### src/rtl/hazard_fwd_unit_pkg.sv
// Shared types and helpers for the hazard-detection / operand-forwarding unit.
// Tokens carry a fixed-width destination field so the type does not depend on module parameters.
package hazard_fwd_unit_pkg;

  localparam int TOK_AW      = 8;
  localparam int NUM_STG_DEF = 3;
  localparam int SEL_W       = $clog2(NUM_STG_DEF + 1);

  typedef struct packed {
    logic              valid;
    logic [TOK_AW-1:0] dst;
    logic              wen;
    logic              is_load;
  } token_t;

  function automatic int calc_sel_w(input int num_stg);
    return $clog2(num_stg + 1);
  endfunction

  // Increment v, holding at the all-ones value of a w-bit counter (w <= 32).
  function automatic logic [31:0] sat_inc(input logic [31:0] v, input int unsigned w);
    logic [31:0] lim;
    lim = (w >= 32) ? 32'hFFFF_FFFF : ((32'd1 << w) - 32'd1);
    return (v >= lim) ? v : v + 32'd1;
  endfunction

endpackage

### src/rtl/hazard_fwd_unit_if.sv
// Decode-side and stage-result bundle between the core pipeline and hazard_fwd_unit.
// The master drives decode and stage data; the slave (the unit) returns forwarding and stall results.
interface hazard_fwd_unit_if #(
  parameter int DATA_W  = 16,
  parameter int REG_AW  = 4,
  parameter int NUM_SRC = 2,
  parameter int NUM_STG = 3,
  parameter int CNT_W   = 16
);
  localparam int SEL_W = hazard_fwd_unit_pkg::calc_sel_w(NUM_STG);

  logic                        dec_valid;
  logic [NUM_SRC*REG_AW-1:0]   dec_src_addr;
  logic [NUM_SRC-1:0]          dec_src_used;
  logic [NUM_SRC*DATA_W-1:0]   dec_src_rf;
  logic [REG_AW-1:0]           dec_dst_addr;
  logic                        dec_wen;
  logic                        dec_is_load;
  logic                        flush;
  logic [NUM_STG*DATA_W-1:0]   stg_data;

  logic [NUM_SRC*DATA_W-1:0]   src_fwd_data;
  logic [NUM_SRC*SEL_W-1:0]    src_fwd_sel;
  logic                        stall;
  logic [NUM_STG-1:0]          stg_valid;
  logic [CNT_W-1:0]            stall_cnt;
  logic [CNT_W-1:0]            flush_cnt;

  modport master (
    output dec_valid, dec_src_addr, dec_src_used, dec_src_rf, dec_dst_addr,
           dec_wen, dec_is_load, flush, stg_data,
    input  src_fwd_data, src_fwd_sel, stall, stg_valid, stall_cnt, flush_cnt
  );

  modport slave (
    input  dec_valid, dec_src_addr, dec_src_used, dec_src_rf, dec_dst_addr,
           dec_wen, dec_is_load, flush, stg_data,
    output src_fwd_data, src_fwd_sel, stall, stg_valid, stall_cnt, flush_cnt
  );
endinterface

### src/rtl/hazard_fwd_unit_fwd_operand_sel.sv
// Per-operand forwarding selector: finds the youngest in-flight writer of the source register
// and either forwards its stage result or flags a not-yet-ready load as a hazard.
module fwd_operand_sel
  import hazard_fwd_unit_pkg::*;
#(
  parameter int DATA_W       = 16,
  parameter int REG_AW       = 4,
  parameter int NUM_STG      = 3,
  parameter int LOAD_RDY_STG = 2,
  parameter int ZERO_REG_EN  = 0,
  parameter int SEL_W        = 2
) (
  input  logic [REG_AW-1:0]         i_src_addr,
  input  logic                      i_src_used,
  input  logic [DATA_W-1:0]         i_src_rf,
  input  token_t                    i_tok [NUM_STG],
  input  logic [NUM_STG*DATA_W-1:0] i_stg_data,
  output logic [DATA_W-1:0]         o_data,
  output logic [SEL_W-1:0]          o_sel,
  output logic                      o_hazard
);

  logic              w_zero_src;
  logic              w_hit;
  logic              w_hit_load;
  logic [SEL_W-1:0]  w_hit_stg;
  logic [DATA_W-1:0] w_hit_data;
  logic              w_ready;

  assign w_zero_src = (ZERO_REG_EN != 0) && (i_src_addr == '0);

  // Scan oldest to youngest so the youngest matching stage is the last one written.
  always_comb begin
    w_hit      = 1'b0;
    w_hit_load = 1'b0;
    w_hit_stg  = '0;
    w_hit_data = '0;
    for (int s = NUM_STG - 1; s >= 0; s--) begin
      if (i_tok[s].valid && i_tok[s].wen && i_src_used && !w_zero_src &&
          (i_tok[s].dst == TOK_AW'(i_src_addr))) begin
        w_hit      = 1'b1;
        w_hit_load = i_tok[s].is_load;
        w_hit_stg  = SEL_W'(s + 1);
        w_hit_data = i_stg_data[s*DATA_W +: DATA_W];
      end
    end
  end

  assign w_ready = !w_hit_load || (int'(w_hit_stg) >= LOAD_RDY_STG);

  always_comb begin
    o_data   = i_src_rf;
    o_sel    = '0;
    o_hazard = 1'b0;
    if (w_hit) begin
      if (w_ready) begin
        o_data = w_hit_data;
        o_sel  = w_hit_stg;
      end else begin
        o_hazard = 1'b1;
      end
    end
  end

endmodule

### src/rtl/hazard_fwd_unit.sv
// Hazard-detection and operand-forwarding unit between decode and execute.
// Tracks in-flight writers as a token shift pipe, resolves operands, stalls on load-use, counts events.
module hazard_fwd_unit
  import hazard_fwd_unit_pkg::*;
#(
  parameter int DATA_W       = 16,
  parameter int REG_AW       = 4,
  parameter int NUM_SRC      = 2,
  parameter int NUM_STG      = 3,
  parameter int LOAD_RDY_STG = 2,
  parameter int ZERO_REG_EN  = 0,
  parameter int CNT_W        = 16
) (
  input  logic               Clk,
  input  logic               Rst,
  hazard_fwd_unit_if.slave   bus
);

  localparam int STG_SEL_W = calc_sel_w(NUM_STG);

  token_t             r_tok [NUM_STG];
  logic [CNT_W-1:0]   r_stall_cnt;
  logic [CNT_W-1:0]   r_flush_cnt;

  logic [NUM_SRC-1:0] w_hazard;
  logic               w_stall;
  logic               w_issue;
  logic               w_flush_evt;
  token_t             w_dec_tok;

  genvar gi;
  generate
    for (gi = 0; gi < NUM_SRC; gi++) begin : g_src
      fwd_operand_sel #(
        .DATA_W       (DATA_W),
        .REG_AW       (REG_AW),
        .NUM_STG      (NUM_STG),
        .LOAD_RDY_STG (LOAD_RDY_STG),
        .ZERO_REG_EN  (ZERO_REG_EN),
        .SEL_W        (STG_SEL_W)
      ) u_sel (
        .i_src_addr (bus.dec_src_addr[gi*REG_AW +: REG_AW]),
        .i_src_used (bus.dec_src_used[gi]),
        .i_src_rf   (bus.dec_src_rf[gi*DATA_W +: DATA_W]),
        .i_tok      (r_tok),
        .i_stg_data (bus.stg_data),
        .o_data     (bus.src_fwd_data[gi*DATA_W +: DATA_W]),
        .o_sel      (bus.src_fwd_sel[gi*STG_SEL_W +: STG_SEL_W]),
        .o_hazard   (w_hazard[gi])
      );
    end
  endgenerate

  // A killed decode instruction never stalls; flush takes priority over the hazard.
  assign w_stall     = bus.dec_valid && !bus.flush && (|w_hazard);
  assign w_issue     = bus.dec_valid && !w_stall && !bus.flush;
  assign w_flush_evt = bus.dec_valid && bus.flush;
  assign bus.stall   = w_stall;

  always_comb begin
    w_dec_tok         = '0;
    w_dec_tok.valid   = w_issue;
    w_dec_tok.dst     = TOK_AW'(bus.dec_dst_addr);
    w_dec_tok.wen     = bus.dec_wen;
    w_dec_tok.is_load = bus.dec_is_load;
  end

  // Stage 1 takes the decode token or a bubble; downstream stages shift unconditionally.
  always_ff @(posedge Clk or negedge Rst) begin
    if (!Rst) begin
      for (int s = 0; s < NUM_STG; s++) r_tok[s] <= '0;
    end else begin
      r_tok[0] <= w_dec_tok;
      for (int s = 1; s < NUM_STG; s++) r_tok[s] <= r_tok[s-1];
    end
  end

  always_ff @(posedge Clk or negedge Rst) begin
    if (!Rst) begin
      r_stall_cnt <= '0;
      r_flush_cnt <= '0;
    end else begin
      if (w_stall)
        r_stall_cnt <= CNT_W'(sat_inc(32'(r_stall_cnt), CNT_W));
      if (w_flush_evt)
        r_flush_cnt <= CNT_W'(sat_inc(32'(r_flush_cnt), CNT_W));
    end
  end

  always_comb begin
    bus.stg_valid = '0;
    for (int s = 0; s < NUM_STG; s++) bus.stg_valid[s] = r_tok[s].valid;
  end

  assign bus.stall_cnt = r_stall_cnt;
  assign bus.flush_cnt = r_flush_cnt;

endmodule

### src/flat_wrapper.sv
// flat-port wrapper written by rule: the top's interface ports become plain ports
module hazard_fwd_unit_flat import hazard_fwd_unit_pkg::*;
#(
  parameter int DATA_W       = 16,
  parameter int REG_AW       = 4,
  parameter int NUM_SRC      = 2,
  parameter int NUM_STG      = 3,
  parameter int LOAD_RDY_STG = 2,
  parameter int ZERO_REG_EN  = 0,
  parameter int CNT_W        = 16
)
  (Clk, Rst, bus_dec_valid, bus_dec_src_addr, bus_dec_src_used, bus_dec_src_rf, bus_dec_dst_addr, bus_dec_wen, bus_dec_is_load, bus_flush, bus_stg_data, bus_src_fwd_data, bus_src_fwd_sel, bus_stall, bus_stg_valid, bus_stall_cnt, bus_flush_cnt);
  hazard_fwd_unit_if #(.DATA_W(DATA_W), .REG_AW(REG_AW), .NUM_SRC(NUM_SRC), .NUM_STG(NUM_STG), .CNT_W(CNT_W)) bus_i ();
  input  logic Clk;
  input  logic Rst;
  input wire logic [$bits(bus_i.dec_valid)-1:0] bus_dec_valid;
  input wire logic [$bits(bus_i.dec_src_addr)-1:0] bus_dec_src_addr;
  input wire logic [$bits(bus_i.dec_src_used)-1:0] bus_dec_src_used;
  input wire logic [$bits(bus_i.dec_src_rf)-1:0] bus_dec_src_rf;
  input wire logic [$bits(bus_i.dec_dst_addr)-1:0] bus_dec_dst_addr;
  input wire logic [$bits(bus_i.dec_wen)-1:0] bus_dec_wen;
  input wire logic [$bits(bus_i.dec_is_load)-1:0] bus_dec_is_load;
  input wire logic [$bits(bus_i.flush)-1:0] bus_flush;
  input wire logic [$bits(bus_i.stg_data)-1:0] bus_stg_data;
  output wire logic [$bits(bus_i.src_fwd_data)-1:0] bus_src_fwd_data;
  output wire logic [$bits(bus_i.src_fwd_sel)-1:0] bus_src_fwd_sel;
  output wire logic [$bits(bus_i.stall)-1:0] bus_stall;
  output wire logic [$bits(bus_i.stg_valid)-1:0] bus_stg_valid;
  output wire logic [$bits(bus_i.stall_cnt)-1:0] bus_stall_cnt;
  output wire logic [$bits(bus_i.flush_cnt)-1:0] bus_flush_cnt;
  assign bus_i.dec_valid = bus_dec_valid;
  assign bus_i.dec_src_addr = bus_dec_src_addr;
  assign bus_i.dec_src_used = bus_dec_src_used;
  assign bus_i.dec_src_rf = bus_dec_src_rf;
  assign bus_i.dec_dst_addr = bus_dec_dst_addr;
  assign bus_i.dec_wen = bus_dec_wen;
  assign bus_i.dec_is_load = bus_dec_is_load;
  assign bus_i.flush = bus_flush;
  assign bus_i.stg_data = bus_stg_data;
  assign bus_src_fwd_data = bus_i.src_fwd_data;
  assign bus_src_fwd_sel = bus_i.src_fwd_sel;
  assign bus_stall = bus_i.stall;
  assign bus_stg_valid = bus_i.stg_valid;
  assign bus_stall_cnt = bus_i.stall_cnt;
  assign bus_flush_cnt = bus_i.flush_cnt;
  hazard_fwd_unit #(.DATA_W(DATA_W), .REG_AW(REG_AW), .NUM_SRC(NUM_SRC), .NUM_STG(NUM_STG), .LOAD_RDY_STG(LOAD_RDY_STG), .ZERO_REG_EN(ZERO_REG_EN), .CNT_W(CNT_W)) u_core (.Clk(Clk), .Rst(Rst), .bus(bus_i));
endmodule
### config.mk
export PLATFORM = sky130hd
export DESIGN_NAME = hazard_fwd_unit_flat
export DESIGN_NICKNAME = d
export VERILOG_FILES = /design/src/rtl/hazard_fwd_unit_pkg.sv /design/src/rtl/hazard_fwd_unit_if.sv /design/src/rtl/hazard_fwd_unit_fwd_operand_sel.sv /design/src/rtl/hazard_fwd_unit.sv /design/src/flat_wrapper.sv
export SDC_FILE = /design/constraint.sdc
export NUM_CORES = 1
export LEC_CHECK = 0
export CORE_MARGIN = 1
export CORE_UTILIZATION = 30
export CTS_BUF_LIST = sky130_fd_sc_hd__clkbuf_8
export DETAILED_ROUTE_END_ITERATION = 10
export PLACE_DENSITY = 0.59
export SYNTH_ARGS = -nofsm -noshare
export SYNTH_HDL_FRONTEND = slang
export SYNTH_SLANG_ARGS = --single-unit
### constraint.sdc
create_clock -name Clk -period 4.1 [get_ports Clk]
set_clock_uncertainty 0.2 [all_clocks]
set_input_delay 1.025 -clock Clk [delete_from_list [all_inputs] [get_ports Clk]]
set_output_delay 1.025 -clock Clk [all_outputs]
set_load 0.01 [all_outputs]
## Yosys cells after proc, flatten, opt, wreduce, memory -nomap -nowiden

Cells that the tools add are included.

| operators by class | value |
|---|---|
| add/subtract/negate cells | 2 |
| magnitude comparators | 4 |
| multiplexer cells | 36 |
| bitwise logic cells | 2 |
| eq/ne operators | 6 |
| reductions and logical operators | 29 |

Operators by type and width:

| kind | count |
|---|---|
| 2-to-1 mux 16 bit | 10 |
| adder 16 x 1 -> 16 bit (second input constant) | 2 |
| >= comparator 16 bit (second input constant) | 2 |
| == test 4 bit | 6 |
| logical AND 1 bit | 20 |
| 2-to-1 mux 2 bit | 10 |
| 2-to-1 mux 1 bit | 16 |
| >= comparator 2 bit (second input constant) | 2 |
| zero test 1 bit | 4 |
| AND reduction 2 bit | 2 |
| logical OR 1 bit | 2 |
| NOT 1 bit | 2 |
| OR reduction 2 bit | 1 |

| storage, ports and cells | value |
|---|---|
| input port bits | 100 |
| bits in registers | 53 |

## Logic depth before layout (Yosys ltp)

Gate-level depths: netlist (run 1).

| logic depth | value |
|---|---|
| word-level depth | 15 |
| depth in mapped cells | 8 |
| gate-level depth less buffers | 7 |

## Hierarchy

A second synthesis (run 1) with hierarchy kept.

| second synthesis, totals | value |
|---|---|
| cell total of the unflattened synthesis | 396 |
| area, all modules | 3672.3 µm² |

By module, submodules not included:

| module | sequential area each (µm²) | times used | area each (µm²) | cells an instance |
|---|---|---|---|---|
| hazard_fwd_unit | 1326.3 | 1 | 2223.4 | 182 |
| fwd_operand_sel | 0.0 | 2 | 724.4 | 107 |

## Worst setup path after synthesis (run 1)

No wires, ideal clock.

| timing path | value |
|---|---|
| kind | input port to output port |
| from | in bus_dec_src_addr[2] |
| to | out bus_src_fwd_data[11] |
| slack | 0.197 ns |
| stages on the path | 8 |
| arrival time | 2.678 ns |
| buffers on the path | 2 |
| cell sequence | xor2_1 nor3_1 and2_1 buf_2 nor2_1 mux2i_4 buf_6 mux2_1 |

| between the ends | value |
|---|---|
| longest elaborated chain between the ends | 9 |
| elaborated cells on any way between the ends | 23 |
| those cells by class | order compare: 1; eq/ne: 3; mux: 14; reduce/logical: 5 |

RTL lines:

| item | line | source |
|---|---|---|
| start: declaration | flat_wrapper.sv:17 | `input wire logic [$bits(bus_i.dec_src_addr)-1:0] bus_dec_src_addr;` |
| == test 4 bit | hazard_fwd_unit_fwd_operand_sel.sv:40 | `(i_tok[s].dst == TOK_AW'(i_src_addr))) begin` |
| logical AND 1 bit | hazard_fwd_unit_fwd_operand_sel.sv:39 | `if (i_tok[s].valid && i_tok[s].wen && i_src_used && !w_zero_src &&` |
| 2-to-1 mux 2 bit / 2-to-1 mux 1 bit (equally long branches) (3 in a row) | hazard_fwd_unit_fwd_operand_sel.sv:39 |  |
| >= comparator 2 bit / zero test 1 bit (equally long branches) | hazard_fwd_unit_fwd_operand_sel.sv:49 | `assign w_ready = !w_hit_load \|\| (int'(w_hit_stg) >= LOAD_RDY_STG);` |
| logical OR 1 bit | hazard_fwd_unit_fwd_operand_sel.sv:49 |  |
| 2-to-1 mux 16 bit | hazard_fwd_unit_fwd_operand_sel.sv:56 | `if (w_ready) begin` |
| 2-to-1 mux 16 bit (*) | hazard_fwd_unit_fwd_operand_sel.sv:55 | `if (w_hit) begin` |
| end: declaration | flat_wrapper.sv:25 | `output wire logic [$bits(bus_i.src_fwd_data)-1:0] bus_src_fwd_data;` |

Every way passes the cells marked *; elsewhere a longest branch is shown, timed or not.

## Final worst setup path (run 1)

| timing path | value |
|---|---|
| from | in bus_dec_src_addr[6] |
| to | out bus_src_fwd_data[25] |

The elaborated chain is that of the path after synthesis.

==> results.json, run 1 <==
{
  "outcome": "complete, no violations",
  "grt_use_met1_pct": 22.0,
  "rows": 38,
  "wire_per_inst_um": 17.1,
  "synth_top_family_by_area": "compound AO/OA/AOI/OAI gates",
  "firstDrtPassIters": 5,
  "crit_arrival_ns": 2.80,
  "path_cells": "dlygate4sd2_1, xnor2_1, nand3_2, or3_4, buf_4, nand3_1, nand2_2, buf_2, o2bb2ai_1, clkbuf_2",
  "io_pins": 172,
  "avgSynthCellArea_um2": 9.48,
  "min-delay-start": "u_core.r_tok[12]",
  "ctsHtreeMaxLevel": 2,
  "worst_skew_pair.late_latency_ns": 0.31,
  "core_area_um2": 10900,
  "synthTopCellsByArea": "dfrtp_1 (38%), xnor2_1 (8.9%), a21oi_1 (6.5%)",
  "ys_ff_latch": 51,
  "cp-end-kind": "primary output",
  "timing.fmax_mhz": 249,
  "cap_violations": 0,
  "gr-total-overflow": 0,
  "cts_tree": "yes",
  "cts_buffers": 5,
  "syn-num-nets": 457,
  "power.leakage_uw": 0.00246,
  "critical_path_class": "primary input to primary output",
  "slew_headroom_pct": 46.4,
  "powerDensity_nw_per_um2": 222,
  "grt_max_degree": 38,
  "synth_compound_area_share_pct": 20.8,
  "synthMuxAreaShare_pct": 6.69,
  "synthesis.instances": 355,
  "grt_pass1_vias": 3552,
  "place_ws_ns": -0.672,
  "die_y_um": 108,
  "finalSetupTns_ns": 0,
  "yosysSeqAreaShare_pct": 37.9,
  "cts_hold_buffers": 0,
  "antenna_cells": 0,
  "grt_use_total_pct": 19.7,
  "nNetsFinal": 662,
  "root_buffer": "clkbuf_8",
  "drc_errors": 0,
  "portBuffers": 171,
  "layout_commonest_cell": "clkdlybuf4s50_1",
  "grt_first_pass_wirelength_um": 17800,
  "use_met2_pct": 37.3,
  "yosysUniqueCellTypes": 40,
  "cp-startpoint": "bus_dec_src_addr[6]",
  "synth_top_area_share_pct": 37.9,
  "vias": 3535,
  "top_usage_layer": "met2",
  "crit_path_start_kind": "primary input",
  "stdcell_area_um2": 5700,
  "setup_violations": 0,
  "routed_wl_um": 12000,
  "gp_congestion": 0.828,
  "dieWidth_um": 108,
  "min_path_type": "flop to flop",
  "fin_ws_ns": 0.0760,
  "antenna_found_initial": 0,
  "place_area_um2": 5460,
  "viasPerCell": 5.04,
  "period_share_pct": 98.1,
  "initial_core_util_pct": 30.9,
  "cts.reportedPaths.clkPinSlew_ns": 0.10,
  "ant_nets": 0,
  "layout_common_cells": "clkdlybuf4s50_1 (123), dfrtp_1 (51), a21oi_1 (43), buf_4 (33), xnor2_1 (32)",
  "cp_num_buf_inv": 4,
  "cts.sinks": 51,
  "nFillCells": 1048,
  "drt_iter0_markers": 191,
  "tightestPinTransition_ns": 0.803,
  "netlist_area_um2": 3360,
  "fin_crit_ns": 4.02,
  "synth_xor_area_share_pct": 13.3,
  "synth_ff_type": "dfrtp_1",
  "slowest_stage": "or3_4",
  "synthArstFlopShare_pct": 100,
  "slowest_delay_ns": 0.42,
  "dieArea_um2": 11600,
  "synthSimpleGateAreaFrac_pct": 16.8,
  "synth-edff-count": 0,
  "use_met3_pct": 3.69,
  "dp_hpwl_um": 9030,
  "clock_path_buffers": 2,
  "yosysWarnings": 0,
  "area_growth_pct": 69.5,
  "synthAdderAreaFrac_pct": 0.744,
  "worstReg2RegStart": "u_core.r_tok[26]",
  "layout-drive-gt1-share_pct": 24.6,
  "report.final.slew_viol_count": 0,
  "ir_worst_vdd_v": 0.000231,
  "hold_violations": 0,
  "cp_top_family": "buffers and inverters",
  "synth_area_leader_cell": "dfrtp_1",
  "crit_required_ns": 2.87,
  "cp_max_fo": 4
}
registers in the layout, summed over array words and instances (netlist names):
register,flops
u_core.bus.flush_cnt,16
u_core.bus.stg_valid,3
u_core.bus.stall_cnt,16
u_core.r_tok,16
Yosys cell counts (4+ instances only):
master,instances
buf_2,7
nor2_1,26
a21oi_1,44
a22oi_1,15
clkbuf_1,7
and4_1,4
nor3_1,5
xor2_1,17
nand4_1,14
and3_1,6
a21o_1,13
nand3_1,20
o2bb2ai_1,16
nand2_1,17
a221oi_1,4
mux2_2,16
xnor2_1,34
and2_1,4
dfrtp_1,51
layer usage:
metal	routed length, um	share of wire (%)
met1	4780	40
met2	6070	51
met3	954	7.9
met4	219	1.8
met5	0	0
final timing paths:
check / cells past startpoint / endpoint / slack [ns]
min in group asynchronous: 1 / u_core.bus.stall_cnt[2] / 0.59
max: 10 / bus_src_fwd_data[25] / 0.08
min: 0 / u_core.r_tok[1] / 0.18
max in group asynchronous: 2 / u_core.r_tok[2] / 2.40
min reg2reg: 0 / u_core.r_tok[1] / 0.18
max reg2reg: 9 / u_core.bus.stall_cnt[1] / 1.34
repair_timing:
action | in CTS | in global routing
resized for setup | 150 | 54
gates cloned | 1 | 4
setup buffers | 5 | 1
pin swaps | 9 | 21
setup endpoints to repair | 37 | 35
layout make-up:
cell class / instances / area (um2) / share of cell area (%)
clock buffers: 5 / 68.8 / 1.21
clock inverters: 3 / 28.8 / 0.504
inverters: 2 / 7.51 / 0.132
multi-input cells: 282 / 2110 / 37.0
flip-flops and latches: 51 / 1280 / 22.4
well taps: 140 / 175 / 3.07
repair buffers: 218 / 2040 / 35.7
cell families (layout without fill, tap and decap cells):
group	Yosys count	count (layout)
buffers and inverters	22	228
xor gates and xnor gates	51	51
adders and majority gates	2	2
DFF	51	51
and+or+nand+nor	109	109
muxes	19	19
AOI/OAI and AO/OA	101	101
where the power goes:
| group | internal (uW) | leakage [uW] | switching [uW] | total, uW |
|---|---|---|---|---|
| Combinational | 225 | 0.00174 | 136 | 361 |
| Clock | 127 | 0.0000502 | 181 | 308 |
| Sequential | 541 | 0.000660 | 56.6 | 598 |
| Total | 893 | 0.00246 | 373 | 1270 |
through the flow:
| stage | hold slack (ns) | util [%] | total power [uW] | cells |
|---|---|---|---|---|
| floorplan | 0.147 | - | 715 | 355 |
| global placement | 0.148 | 50.1 | 963 | 685 |
| detailed placement | 0.158 | 50.1 | 967 | 685 |
| CTS | 0.181 | 51.9 | 1280 | 699 |
| global route | 0.185 | 52.4 | 1330 | 701 |
| finish | 0.177 | 52.4 | 1270 | 701 |
No activity file was read; power rests on OpenSTA's default activity.
==> run 2: changes to the inputs <==
- CAP_MARGIN: unset -> 20
- CTS_CLUSTER_DIAMETER: unset -> 200
==> results of run 2 <==
No change in the layout: final DEF, timing and power equal those of run 1.
==> run 3: changes to the inputs <==
- CORE_ASPECT_RATIO: unset -> 0.6
- PLACE_DENSITY: 0.59 -> unset
==> run 3 against run 2 <==
  * The flow now finishes with violations (DRC)
  * Non-clock buffer count down 8
  * Global-route usage about the same
  * Sequential share of layout area up 0.66 points
  * Highest routed layer unchanged
  * Hold slack better by 0.014 ns
  * Die area up 0.12%
  * First-iteration DRC count down 8.4%
  * Largest power group unchanged
==> results.json, run 3 (synthesis gave the netlist of run 1 again) <==
{
  "layout-drive-gt1-share_pct": 22.4,
  "dp_hpwl_um": 9090,
  "outcome": "finished with violations",
  "initial_core_util_pct": 31.3,
  "ir_worst_vdd_v": 0.000146,
  "dieArea_um2": 11700,
  "tightestPinTransition_ns": 0.684,
  "cts.reportedPaths.clkPinSlew_ns": 0.09,
  "cts.sinks": 51,
  "layout_common_cells": "clkdlybuf4s50_1 (123), dfrtp_1 (51), a21oi_1 (44), xnor2_1 (32), buf_4 (30)",
  "min_path_type": "flop to flop",
  "core_area_um2": 10700,
  "cts_buffers": 5,
  "gp_congestion": 0.851,
  "antenna_found_initial": 1,
  "die_y_um": 84.0,
  "crit_path_start_kind": "primary input",
  "grt_pass1_vias": 3582,
  "rsz0062_at_grt": "false",
  "critical_path_class": "primary input to primary output",
  "clock_path_buffers": 2,
  "cap_violations": 0,
  "nNetsFinal": 654,
  "worst_skew_pair.late_latency_ns": 0.30,
  "slew_headroom_pct": 54.1,
  "routed_wl_um": 11400,
  "io_pins": 172,
  "drc_errors": 16,
  "crit_arrival_ns": 2.83,
  "setup_violations": 0,
  "fin_crit_ns": 4.06,
  "power.leakage_uw": 0.00239,
  "wire_per_inst_um": 16.5,
  "cp_max_fo": 10,
  "cts_tree": "yes",
  "rows": 29,
  "cp-end-kind": "primary output",
  "viasPerCell": 5.10,
  "ctsHtreeMaxLevel": 2,
  "finalSetupTns_ns": 0,
  "period_share_pct": 99.0,
  "grt_first_pass_wirelength_um": 18200,
  "nFillCells": 984,
  "timing.fmax_mhz": 246,
  "powerDensity_nw_per_um2": 227,
  "root_buffer": "clkbuf_8",
  "grt_max_degree": 30,
  "portBuffers": 171,
  "violations": "DRC",
  "firstDrtPassIters": 7,
  "ant_nets": 0,
  "power_uw": 1260,
  "vias": 3531,
  "drt_iter0_markers": 175,
  "hold_violations": 0,
  "gr-total-overflow": 0,
  "report.final.slew_viol_count": 0,
  "area_growth_pct": 64.7,
  "layout_commonest_cell": "clkdlybuf4s50_1",
  "grt_use_total_pct": 19.7,
  "dieWidth_um": 139,
  "crit_required_ns": 2.87
}
run 3: changes by cell type in the layout (fill, tap and decap cells not counted), moves of 2 or more:
cell             before  now
a221oi_1              1    4
a221oi_2              3    0
buf_4                33   30
buf_6                19   17
clkbuf_16             2    0
clkdlybuf4s15_2       1    3
run 3: what timing repair did:
| item | CTS | global route |
|---|---|---|
| gates cloned | 1 | 0 |
| setup endpoints to repair | 37 | 32 |
| pin swaps | 12 | 4 |
| gates resized for setup | 176 | 22 |
| hold buffers | 0 | 0 |
| setup buffers | 5 | 1 |
run 3: path summary, 6_finish.rpt:
check                                     from                       to  slack [ns]  cells past startpoint
max                        bus_dec_src_addr[7]     bus_src_fwd_data[21]        0.04                      9
min                           u_core.r_tok[12]          u_core.r_tok[1]        0.19                      0
max reg2reg                   u_core.r_tok[25]  u_core.bus.stall_cnt[1]        1.57                      7
min reg2reg                   u_core.r_tok[12]          u_core.r_tok[1]        0.19                      0
max in group asynchronous                  Rst  u_core.bus.stall_cnt[2]        2.43                      2
min in group asynchronous                  Rst  u_core.bus.flush_cnt[1]        0.50                      1
run 3: layer usage:
metal  up-vias  wire (um)  track usage (%)
met5         -          0                0
met4         0        135             4.34
met3        12        707             5.34
met2       120       5180             31.7
met1      1699       5420             26.4
li1       1700          -                -
run 3: final cells by class:
type                    count  area [um2]  area share, %
well taps                 139         174           3.14
multi-input cells         282        2070           37.3
inverters                   2        7.51          0.135
repair buffers            210        1920           34.6
clock buffers               6        82.6           1.49
flip-flops and latches     51        1280           23.0
diodes                      1        2.50         0.0452
clock inverters             2        12.5          0.226
run 3: where the power goes:
group | internal (uW) | switching (uW) | total (uW)
clock network | 136 | 168 | 304
registers | 541 | 54.7 | 596
logic | 222 | 135 | 357
run 3: critical path, cell delays in order:
cell and delay, ns:
clkdlybuf4s15_2 0.22, xor2_1 0.16, or4_4 0.59, buf_4 0.17, nand3_1 0.10, nand2_2 0.07, buf_6 0.15, o2bb2ai_1 0.12
clkdlybuf4s15_1 0.23
run 3: through the flow:
| step | util, % | cells | cell area (um2) | hold WS (ns) | setup WS (ns) |
|---|---|---|---|---|---|
| 6_report | 51.6 | 693 | 5540 | 0.191 | 0.0425 |
| 5_1_grt | 51.6 | 692 | 5540 | 0.215 | 0.000732 |
| 4_1_cts | 52.4 | 693 | 5630 | 0.192 | 0.00184 |
| 3_5_place_dp | 50.3 | 679 | 5410 | 0.159 | -0.657 |
| 3_3_place_gp | 50.3 | 679 | 5410 | 0.152 | -0.673 |
| 2_1_floorplan | - | 355 | 3360 | 0.147 | 0.197 |
